[config.mk]
export PLATFORM = sky130hd
export DESIGN_NAME = bp_me_dram_hash_encode_pipe_flat
export DESIGN_NICKNAME = d
export VERILOG_FILES = /design/src/rtl/bp_me_dram_hash_encode_pipe_if.sv /design/src/rtl/bp_me_dram_hash_encode_pipe.sv /design/src/flat_wrapper.sv
export SDC_FILE = /design/constraint.sdc
export NUM_CORES = 1
export LEC_CHECK = 0
export CAP_MARGIN = 30
export CORE_MARGIN = 2
export CORE_UTILIZATION = 30
export DETAILED_ROUTE_END_ITERATION = 7
export SYNTH_ARGS = -nofsm -noshare
export SYNTH_HDL_FRONTEND = slang
export SYNTH_SLANG_ARGS = --single-unit
[constraint.sdc]
create_clock -name clk_i -period 13.8 [get_ports clk_i]
set_input_delay 2.07 -clock clk_i [delete_from_list [all_inputs] [get_ports clk_i]]
set_output_delay 2.07 -clock clk_i [all_outputs]
set_load 0.02 [all_outputs]
[src/rtl/bp_me_dram_hash_encode_pipe_if.sv]
// Request/response bundle for the pipelined DRAM address hasher: config,
// input handshake with address/payload, and the hashed output handshake.
interface bp_me_dram_hash_encode_pipe_if #(
   parameter int paddr_width_p = 40,
   parameter int daddr_width_p = 32,
   parameter int data_width_p  = 64,
   parameter int slice_width_p = 1,
   parameter int bank_width_p  = 2
);
   localparam int slice_w_lp = (slice_width_p > 0) ? slice_width_p : 1;
   localparam int bank_w_lp  = (bank_width_p > 0) ? bank_width_p : 1;

   logic                     cfg_v_i;
   logic [1:0]               cfg_mode_i;
   logic [1:0]               mode_o;
   logic                     busy_o;
   logic                     v_i;
   logic                     ready_and_o;
   logic [paddr_width_p-1:0] paddr_i;
   logic [data_width_p-1:0]  data_i;
   logic                     v_o;
   logic                     ready_and_i;
   logic                     dram_o;
   logic [daddr_width_p-1:0] daddr_o;
   logic [slice_w_lp-1:0]    slice_o;
   logic [bank_w_lp-1:0]     bank_o;
   logic [data_width_p-1:0]  data_o;

   modport slave (
      input  cfg_v_i, cfg_mode_i, v_i, paddr_i, data_i, ready_and_i,
      output mode_o, busy_o, ready_and_o, v_o, dram_o, daddr_o, slice_o, bank_o, data_o
   );

   modport master (
      output cfg_v_i, cfg_mode_i, v_i, paddr_i, data_i, ready_and_i,
      input  mode_o, busy_o, ready_and_o, v_o, dram_o, daddr_o, slice_o, bank_o, data_o
   );
endinterface

[src/rtl/bp_me_dram_hash_encode_pipe.sv]
// Pipelined DRAM address hasher: combinational field swizzle/xor on input,
// small output FIFO, and a drain-and-swap FSM for lossless mode changes.
module bp_me_dram_hash_encode_pipe #(
   parameter int                     paddr_width_p = 40,
   parameter int                     daddr_width_p = 32,
   parameter logic [paddr_width_p-1:0] dram_base_p = 40'h0_8000_0000,
   parameter int                     block_width_p = 6,
   parameter int                     cce_width_p   = 1,
   parameter int                     slice_width_p = 1,
   parameter int                     bank_width_p  = 2,
   parameter int                     set_width_p   = 3,
   parameter int                     data_width_p  = 64,
   parameter int                     fifo_els_p    = 2
) (
   input logic                          clk_i,
   input logic                          reset_i,
   bp_me_dram_hash_encode_pipe_if.slave io
);
   localparam int slice_w_lp = (slice_width_p > 0) ? slice_width_p : 1;
   localparam int bank_w_lp  = (bank_width_p > 0) ? bank_width_p : 1;
   localparam int b_lp       = block_width_p;
   localparam int c_lp       = cce_width_p;
   localparam int s_lp       = slice_width_p;
   localparam int t_lp       = set_width_p;
   localparam int h_lp       = cce_width_p + slice_width_p + bank_width_p;
   localparam int tag_w_lp   = daddr_width_p - b_lp - h_lp - t_lp;
   localparam int entry_w_lp = 1 + daddr_width_p + slice_w_lp + bank_w_lp + data_width_p;
   localparam int ptr_w_lp   = $clog2(fifo_els_p);
   localparam int cnt_w_lp   = $clog2(fifo_els_p + 1);

   typedef enum logic [1:0] {e_run, e_drain, e_swap} state_e;

   state_e                   state_reg, state_next;
   logic [1:0]               mode_reg, mode_next;
   logic [1:0]               mode_pending_reg, mode_pending_next;
   logic [1:0]               cfg_mode_norm;
   logic                     rst_sync_reg;

   logic [daddr_width_p-1:0] addr_lo, addr_swz, addr_xor;
   logic [slice_w_lp-1:0]    slice_in, slice_swz, slice_xor;
   logic [bank_w_lp-1:0]     bank_in, bank_swz, bank_xor;
   logic                     hash_dram;
   logic [daddr_width_p-1:0] hash_daddr;
   logic [slice_w_lp-1:0]    hash_slice;
   logic [bank_w_lp-1:0]     hash_bank;

   logic [entry_w_lp-1:0]    mem [fifo_els_p];
   logic [entry_w_lp-1:0]    enq_entry, head_entry;
   logic [ptr_w_lp-1:0]      wr_ptr_reg, wr_ptr_next, rd_ptr_reg, rd_ptr_next;
   logic [cnt_w_lp-1:0]      count_reg, count_next;
   logic                     fifo_full, fifo_empty, enq, deq;

   assign addr_lo = io.paddr_i[daddr_width_p-1:0];

   // Output layout [block][set][H][tag]; H={bank,slice,cce} is contiguous in
   // both layouts, so each output bit maps straight to one input bit.
   for (genvar gi = 0; gi < daddr_width_p; gi++) begin : g_bit
      if (gi < b_lp) begin : g_block
         assign addr_swz[gi] = addr_lo[gi];
         assign addr_xor[gi] = addr_lo[gi];
      end else if (gi < b_lp + t_lp) begin : g_set
         assign addr_swz[gi] = addr_lo[gi + h_lp];
         assign addr_xor[gi] = addr_lo[gi + h_lp];
      end else if (gi < b_lp + t_lp + h_lp) begin : g_h
         assign addr_swz[gi] = addr_lo[gi - t_lp];
         if (gi - b_lp - t_lp < tag_w_lp) begin : g_mix
            assign addr_xor[gi] = addr_lo[gi - t_lp] ^ addr_lo[gi + h_lp];
         end else begin : g_nomix
            assign addr_xor[gi] = addr_lo[gi - t_lp];
         end
      end else begin : g_tag
         assign addr_swz[gi] = addr_lo[gi];
         assign addr_xor[gi] = addr_lo[gi];
      end
   end

   if (slice_width_p == 0) begin : g_no_slice
      assign slice_in  = '0;
      assign slice_swz = '0;
      assign slice_xor = '0;
   end else begin : g_slice
      assign slice_in  = addr_lo[b_lp + c_lp +: slice_width_p];
      assign slice_swz = addr_swz[b_lp + t_lp + c_lp +: slice_width_p];
      assign slice_xor = addr_xor[b_lp + t_lp + c_lp +: slice_width_p];
   end

   if (bank_width_p == 0) begin : g_no_bank
      assign bank_in  = '0;
      assign bank_swz = '0;
      assign bank_xor = '0;
   end else begin : g_bank
      assign bank_in  = addr_lo[b_lp + c_lp + s_lp +: bank_width_p];
      assign bank_swz = addr_swz[b_lp + t_lp + c_lp + s_lp +: bank_width_p];
      assign bank_xor = addr_xor[b_lp + t_lp + c_lp + s_lp +: bank_width_p];
   end

   always_comb begin
      hash_dram  = (io.paddr_i >= dram_base_p);
      hash_daddr = addr_lo;
      hash_slice = '0;
      hash_bank  = '0;
      if (hash_dram) begin
         case (mode_reg)
            2'd0: begin
               hash_slice = slice_in;
               hash_bank  = bank_in;
            end
            2'd2: begin
               hash_daddr = addr_xor;
               hash_slice = slice_xor;
               hash_bank  = bank_xor;
            end
            default: begin
               hash_daddr = addr_swz;
               hash_slice = slice_swz;
               hash_bank  = bank_swz;
            end
         endcase
      end
   end

   assign fifo_full  = (count_reg == cnt_w_lp'(fifo_els_p));
   assign fifo_empty = (count_reg == '0);
   assign enq        = io.v_i & io.ready_and_o;
   assign deq        = ~fifo_empty & io.ready_and_i;
   assign enq_entry  = {hash_dram, hash_daddr, hash_slice, hash_bank, io.data_i};
   assign head_entry = mem[rd_ptr_reg];

   assign io.ready_and_o = ~fifo_full & (state_reg == e_run) & rst_sync_reg;
   assign io.v_o         = ~fifo_empty;
   assign io.busy_o      = (state_reg != e_run);
   assign io.mode_o      = mode_reg;
   assign {io.dram_o, io.daddr_o, io.slice_o, io.bank_o, io.data_o} =
      fifo_empty ? '0 : head_entry;

   function automatic logic [ptr_w_lp-1:0] bump(input logic [ptr_w_lp-1:0] p);
      return (p == ptr_w_lp'(fifo_els_p - 1)) ? '0 : p + ptr_w_lp'(1);
   endfunction

   always_ff @(posedge clk_i) begin
      if (enq) mem[wr_ptr_reg] <= enq_entry;
   end

   // Reserved mode 3 is folded to swizzle on capture so mode_o reports what is applied.
   assign cfg_mode_norm = (io.cfg_mode_i == 2'd3) ? 2'd1 : io.cfg_mode_i;

   always_comb begin
      wr_ptr_next       = enq ? bump(wr_ptr_reg) : wr_ptr_reg;
      rd_ptr_next       = deq ? bump(rd_ptr_reg) : rd_ptr_reg;
      count_next        = count_reg + cnt_w_lp'(enq) - cnt_w_lp'(deq);
      state_next        = state_reg;
      mode_next         = mode_reg;
      mode_pending_next = io.cfg_v_i ? cfg_mode_norm : mode_pending_reg;
      case (state_reg)
         e_run: begin
            if (io.cfg_v_i) state_next = e_drain;
         end
         e_drain: begin
            if (fifo_empty) begin
               state_next = e_swap;
               mode_next  = mode_pending_next;
            end
         end
         e_swap: begin
            state_next = io.cfg_v_i ? e_drain : e_run;
         end
         default: state_next = e_run;
      endcase
   end

   always_ff @(posedge clk_i or negedge reset_i) begin
      if (!reset_i) begin
         wr_ptr_reg       <= '0;
         rd_ptr_reg       <= '0;
         count_reg        <= '0;
         state_reg        <= e_run;
         mode_reg         <= 2'd1;
         mode_pending_reg <= 2'd1;
         rst_sync_reg     <= 1'b0;
      end else begin
         wr_ptr_reg       <= wr_ptr_next;
         rd_ptr_reg       <= rd_ptr_next;
         count_reg        <= count_next;
         state_reg        <= state_next;
         mode_reg         <= mode_next;
         mode_pending_reg <= mode_pending_next;
         rst_sync_reg     <= 1'b1;
      end
   end
endmodule

[src/flat_wrapper.sv]
// flat-port wrapper written by rule: the top's interface ports become plain ports
module bp_me_dram_hash_encode_pipe_flat 
#(
   parameter int                     paddr_width_p = 40,
   parameter int                     daddr_width_p = 32,
   parameter logic [paddr_width_p-1:0] dram_base_p = 40'h0_8000_0000,
   parameter int                     block_width_p = 6,
   parameter int                     cce_width_p   = 1,
   parameter int                     slice_width_p = 1,
   parameter int                     bank_width_p  = 2,
   parameter int                     set_width_p   = 3,
   parameter int                     data_width_p  = 64,
   parameter int                     fifo_els_p    = 2
)
  (clk_i, reset_i, io_cfg_v_i, io_cfg_mode_i, io_v_i, io_paddr_i, io_data_i, io_ready_and_i, io_mode_o, io_busy_o, io_ready_and_o, io_v_o, io_dram_o, io_daddr_o, io_slice_o, io_bank_o, io_data_o);
  bp_me_dram_hash_encode_pipe_if #(.paddr_width_p(paddr_width_p), .daddr_width_p(daddr_width_p), .data_width_p(data_width_p), .slice_width_p(slice_width_p), .bank_width_p(bank_width_p)) io_i ();
  input logic clk_i;
  input logic reset_i;
  input wire logic [$bits(io_i.cfg_v_i)-1:0] io_cfg_v_i;
  input wire logic [$bits(io_i.cfg_mode_i)-1:0] io_cfg_mode_i;
  input wire logic [$bits(io_i.v_i)-1:0] io_v_i;
  input wire logic [$bits(io_i.paddr_i)-1:0] io_paddr_i;
  input wire logic [$bits(io_i.data_i)-1:0] io_data_i;
  input wire logic [$bits(io_i.ready_and_i)-1:0] io_ready_and_i;
  output wire logic [$bits(io_i.mode_o)-1:0] io_mode_o;
  output wire logic [$bits(io_i.busy_o)-1:0] io_busy_o;
  output wire logic [$bits(io_i.ready_and_o)-1:0] io_ready_and_o;
  output wire logic [$bits(io_i.v_o)-1:0] io_v_o;
  output wire logic [$bits(io_i.dram_o)-1:0] io_dram_o;
  output wire logic [$bits(io_i.daddr_o)-1:0] io_daddr_o;
  output wire logic [$bits(io_i.slice_o)-1:0] io_slice_o;
  output wire logic [$bits(io_i.bank_o)-1:0] io_bank_o;
  output wire logic [$bits(io_i.data_o)-1:0] io_data_o;
  assign io_i.cfg_v_i = io_cfg_v_i;
  assign io_i.cfg_mode_i = io_cfg_mode_i;
  assign io_i.v_i = io_v_i;
  assign io_i.paddr_i = io_paddr_i;
  assign io_i.data_i = io_data_i;
  assign io_i.ready_and_i = io_ready_and_i;
  assign io_mode_o = io_i.mode_o;
  assign io_busy_o = io_i.busy_o;
  assign io_ready_and_o = io_i.ready_and_o;
  assign io_v_o = io_i.v_o;
  assign io_dram_o = io_i.dram_o;
  assign io_daddr_o = io_i.daddr_o;
  assign io_slice_o = io_i.slice_o;
  assign io_bank_o = io_i.bank_o;
  assign io_data_o = io_i.data_o;
  bp_me_dram_hash_encode_pipe #(.paddr_width_p(paddr_width_p), .daddr_width_p(daddr_width_p), .dram_base_p(dram_base_p), .block_width_p(block_width_p), .cce_width_p(cce_width_p), .slice_width_p(slice_width_p), .bank_width_p(bank_width_p), .set_width_p(set_width_p), .data_width_p(data_width_p), .fifo_els_p(fifo_els_p)) u_core (.clk_i(clk_i), .reset_i(reset_i), .io(io_i));
endmodule
After elaboration in Yosys (flattened, before gate mapping)
Memories as Yosys holds them, arrays and structs flattened.
Index checks and enable logic that the tools add are counted.
{ "classes": {"n_addsub": 4, "n_lt_le_gt_ge": 1, "n_eq_ne": 7, "muxes": 17, "bitwise": 10, "n_reduce_logical": 6} }
{ "op_table": {"columns": ["cell", "count"], "rows": [
  ["$mux W100", 1],
  ["$ge A40 B32 Y1 const B", 1],
  ["$pmux W13 S2", 1],
  ["$mux W13", 1],
  ["$mux W2", 6],
  ["$eq A2 B2 Y1 const B", 4],
  ["$mux W1", 7],
  ["$logic_not A2 Y1", 3],
  ["$pmux W2 S3", 1],
  ["$and A1 B1 Y1", 4],
  ["$reduce_and A2 Y1", 2],
  ["$xor A1 B1 Y1", 4],
  ["$add A1 B1 Y1 const B", 2],
  ["$add A2 B1 Y2", 1],
  ["$eq A2 B1 Y1 const B", 1],
  ["$ne A2 B1 Y1 const B", 1],
  ["$ne A2 B2 Y1 const B", 1],
  ["$not A1 Y1", 2],
  ["$reduce_bool A2 Y1", 1],
  ["$sub A2 B1 Y2", 1]
]} }
{ "word_totals": {"register_bits": 11, "mem_bits_rw": 200, "inputBits": 111, "out_inout_bits": 105, "memories": 1} }
{ "mem_list": {"columns": ["name", "depth", "word_bits", "rd", "rd_ports_with_merged_regs", "write_ports", "line", "text"], "rows": [
  ["u_core.mem", 2, 100, 1, 0, 1, "bp_me_dram_hash_encode_pipe.sv:47", "logic [entry_w_lp-1:0] mem [fifo_els_p];"]
]} }

Depth between registers and ports, before layout
{ "logic_depth": {"ltp_word": 7, "depth_mapped": 8} }

Least setup slack after synthesis
Ideal clock, no wire load.
{ "synth_path": {"path_type": "input to register", "startpoint": "input io_v_i", "endpoint": "memory u_core.mem[0][0] (netlist bit) (enable)", "arrival_time_ns": 6.341, "t_required_ns": 13.240, "setup_slack_ns": 6.899, "stages": 2, "path_buffers": 0, "cell_sequence": "nand2_1 nor2_1"} }
{ "synth_between": {"elab_chain_cells": 3} }
{ "synth_rtl": {"columns": ["item", "line", "text"], "rows": [
  ["start: declaration", "flat_wrapper.sv:21", "input wire logic [$bits(io_i.v_i)-1:0] io_v_i;"],
  ["$and A1 B1 Y1", "bp_me_dram_hash_encode_pipe.sv:124", "assign enq = io.v_i & io.ready_and_o;"],
  ["$mux W1", "bp_me_dram_hash_encode_pipe.sv:141", "if (enq) mem[wr_ptr_reg] <= enq_entry;"],
  ["$mux W1 (implied by the code)", "bp_me_dram_hash_encode_pipe.sv:141", null],
  ["end: declaration", "bp_me_dram_hash_encode_pipe.sv:47", null]
]} }
No other way between the ends.

Final worst setup path
{ "layout_path": {"startpoint": "register u_core.rd_ptr_reg", "endpoint": "output io_data_o[19]"} }
{ "layout_between": {"elab_chain_cells": 2} }
{ "layout_rtl": {"columns": ["item", "line", "text"], "rows": [
  ["start: declaration", "bp_me_dram_hash_encode_pipe.sv:49", "logic [ptr_w_lp-1:0] wr_ptr_reg, wr_ptr_next, rd_ptr_reg, rd_ptr_next;"],
  ["start signal: assignment", "bp_me_dram_hash_encode_pipe.sv:182", "rd_ptr_reg <= rd_ptr_next;"],
  ["$mem_v2 Z2 W100", null, null],
  ["$mux W100", "bp_me_dram_hash_encode_pipe.sv:134", "fifo_empty ? '0 : head_entry;"],
  ["end: declaration", "flat_wrapper.sv:33", "output wire logic [$bits(io_i.data_o)-1:0] io_data_o;"]
]} }
No other way between the ends.

==> metrics.txt <==
Final Hold Viols=0; Tot Pwr=between 2000 and 2500 uW; Die Area=28800 um2; routing usage on met2=around a fifth; # DRC=0; Post-Place Setup Slack=between 8 and 9 ns; Pleak=roughly 0.0042 uW; ANT cells=0; Area growth, synth to finish=39.6%; worst hold path class=reg -> reg; Most Crowded Layer GR=met2; drt wl/cell=~16 um; commonest cells in the netlist=edfxtp_1 (200), nor2_1 (109), mux2i_1 (100); Crit. End Element=output port; Synth Register Bits=~210; final core area utilization=42.7%; Synth async-reset ratio=5.21%; fin crit period=between 5 and 6 ns; htree depth=1; final worst slack=approximately 8.5 ns; Overall Global Routing Usage=11.9%; fin nets=834; ys flop type=edfxtp_1; total negative setup slack=0 ns; pwr dens=slightly above 200 nW/um2; Vias=~4800; WP data arrival=approximately 3.3 ns; Iteration-0 DRC Markers=between 200 and 250; number of library cell types mapped by synthesis=31; max_cap viols=0; setup bufs post-CTS=0; unrepaired setup endpoints after global routing=no; Die Height=roughly 170 um; syn avg cell area=about 17 um2; Worst slew margin=43.3%; largest net degree at the start of global routing=60; met1 track utilization from global routing=15.5%; Clk pin slew, worst setup/hold paths=approximately 0.05 ns; vias in the first global route=between 4000 and 5000; Die Wd=between 150 and 200 um; Hold-fix buffers, CTS=0; Setup Skew=0.00582 ns; TritonCTS Buffers=23; most common cell in the netlist=edfxtp_1; CTS tree=yes; initial core utilization=30.6%; first-pass GRT wire length=about 27000 um; GR Util met3=just over 4%; core area=~27000 um2; port bufs=215; Worst Path Required=between 10 and 15 ns; initial antenna violation count=0; clock sinks=~210; synthesized cell area=approximately 8200 um2; post-synth top area share=72.9%; EDFF count, synth=200; DR pass1 iterations=4; PostCTS Resize Cnt=0; share of cells above drive strength 1=about 7.3%; Worst VDD drop=~0.095 mV; Biggest register=u_core.mem; outcome=complete, no violations; fin crit share=approximately two fifths; Setup violations, final=0; max-slew violations=0; total gr overflow=0; max reg flops=200; Min Hold Slack=~0.51 ns; CP Launch Type=flip-flop; IO Pins=between 200 and 250; routed vias/inst=4.43; sequential area share after synthesis=76.3%; CP Max Fanout=43; Syn Nets=about 600; CP Class=reg -> out; gpl congestion=around 0.71; top cells by area, synth=edfxtp_1 (73%), mux2i_1 (12%), nor2_1 (5.0%); area leader, netlist=edfxtp_1; fmax=about 0.19 GHz; Root Driver=clkbuf_16; Row Count=60; clock insertion delay at the later pin of the skew report=about 0.50 ns; WL final=17700 um; yosys warns=0; Final ANT Viol Nets=0; worst slew pin tran=0.851 ns; Gate Count Post-Synth=a little under 500; hpwl dp=11600 um; CTS Buffer Depth=3
==> area by class of cell <==
class                      instances  area, um2
inverter                           8       32.5
sequential                       211       6290
timing repair buffer             222       2240
clock buffer                      32        639
multi-input combinational        255       1830
tap                              341        427
clock inverter                     7       38.8
fill                            2460      15500
==> cells by family after synthesis <==
logic type	count (synthesis)	share of synthesized area, %
AND/OR/NAND/NOR	124	6.12
XOR/XNOR	8	0.851
flip-flops	211	76.3
buffers and inverters	30	1.70
AO/OA/AOI/OAI	13	1.40
multiplexers	107	13.3
other	1	0.0455
adder cells (fa/ha/maj)	2	0.304
==> final timing paths <==
path                                             from                          to  slack (ns)  depth (start not counted)
setup / recovery                    u_core.rd_ptr_reg               io_data_o[19]        8.46                          5
hold / removal             u_core.mode_pending_reg[1]  u_core.mode_pending_reg[1]        0.51                          1
setup reg to reg                  u_core.count_reg[0]           u_core.mem[1][99]       11.03                          4
hold reg to reg            u_core.mode_pending_reg[1]  u_core.mode_pending_reg[1]        0.51                          1
max in group asynchronous                     reset_i           u_core.rd_ptr_reg       11.48                          1
min in group asynchronous                     reset_i         u_core.state_reg[1]        1.92                          1
==> placed cells by master, fill, tap and decap left out, types with 2 or more instances in the layout <==
cell | Yosys | final
mux2i_1 | 100 | 100
a22o_1 | 4 | 4
mux2_4 | 4 | 4
clkdlybuf4s50_1 | 0 | 215
buf_4 | 0 | 5
clkinv_1 | 0 | 3
and3_4 | 1 | 2
inv_1 | 6 | 6
clkbuf_8 | 0 | 3
clkbuf_16 | 0 | 23
nor2_1 | 109 | 107
nand2_1 | 4 | 4
clkinv_2 | 0 | 2
nor2b_1 | 4 | 4
mux2_1 | 2 | 2
xnor2_1 | 4 | 4
dfstp_2 | 2 | 2
xor2_1 | 4 | 4
dfrtp_1 | 9 | 8
ha_1 | 2 | 2
o21ai_0 | 6 | 6
clkbuf_1 | 2 | 6
edfxtp_1 | 200 | 200
nor2_4 | 0 | 2
==> layer usage <==
metal | vias to the layer above | routed length, um
met5 | - | 0
met4 | 0 | 333
met3 | 31 | 1600
met2 | 173 | 8130
met1 | 2289 | 7620
li1 | 2274 | -
==> power breakdown <==
group	switching [uW]	total [uW]	internal [uW]
Sequential	60.5	850	789
Clock	232	553	321
Combinational	515	970	455
Total	807	2370	1570
==> critical path: stages (launching register included) <==
cell	delay (ns)
dfrtp_4	0.92
buf_4	0.55
buf_16	0.31
mux2i_1	0.32
nor2_1	0.08
clkdlybuf4s50_1	0.57
==> metrics by stage <==
stage / std cells / area [um2]
after floorplan: 496 / 8240
after global placement: 1035 / 10800
after detailed placement: 1037 / 10800
after CTS: 1076 / 11500
after global routing: 1076 / 11500
final: 1076 / 11500
Note: power is estimated with default switching activity, not from simulation.
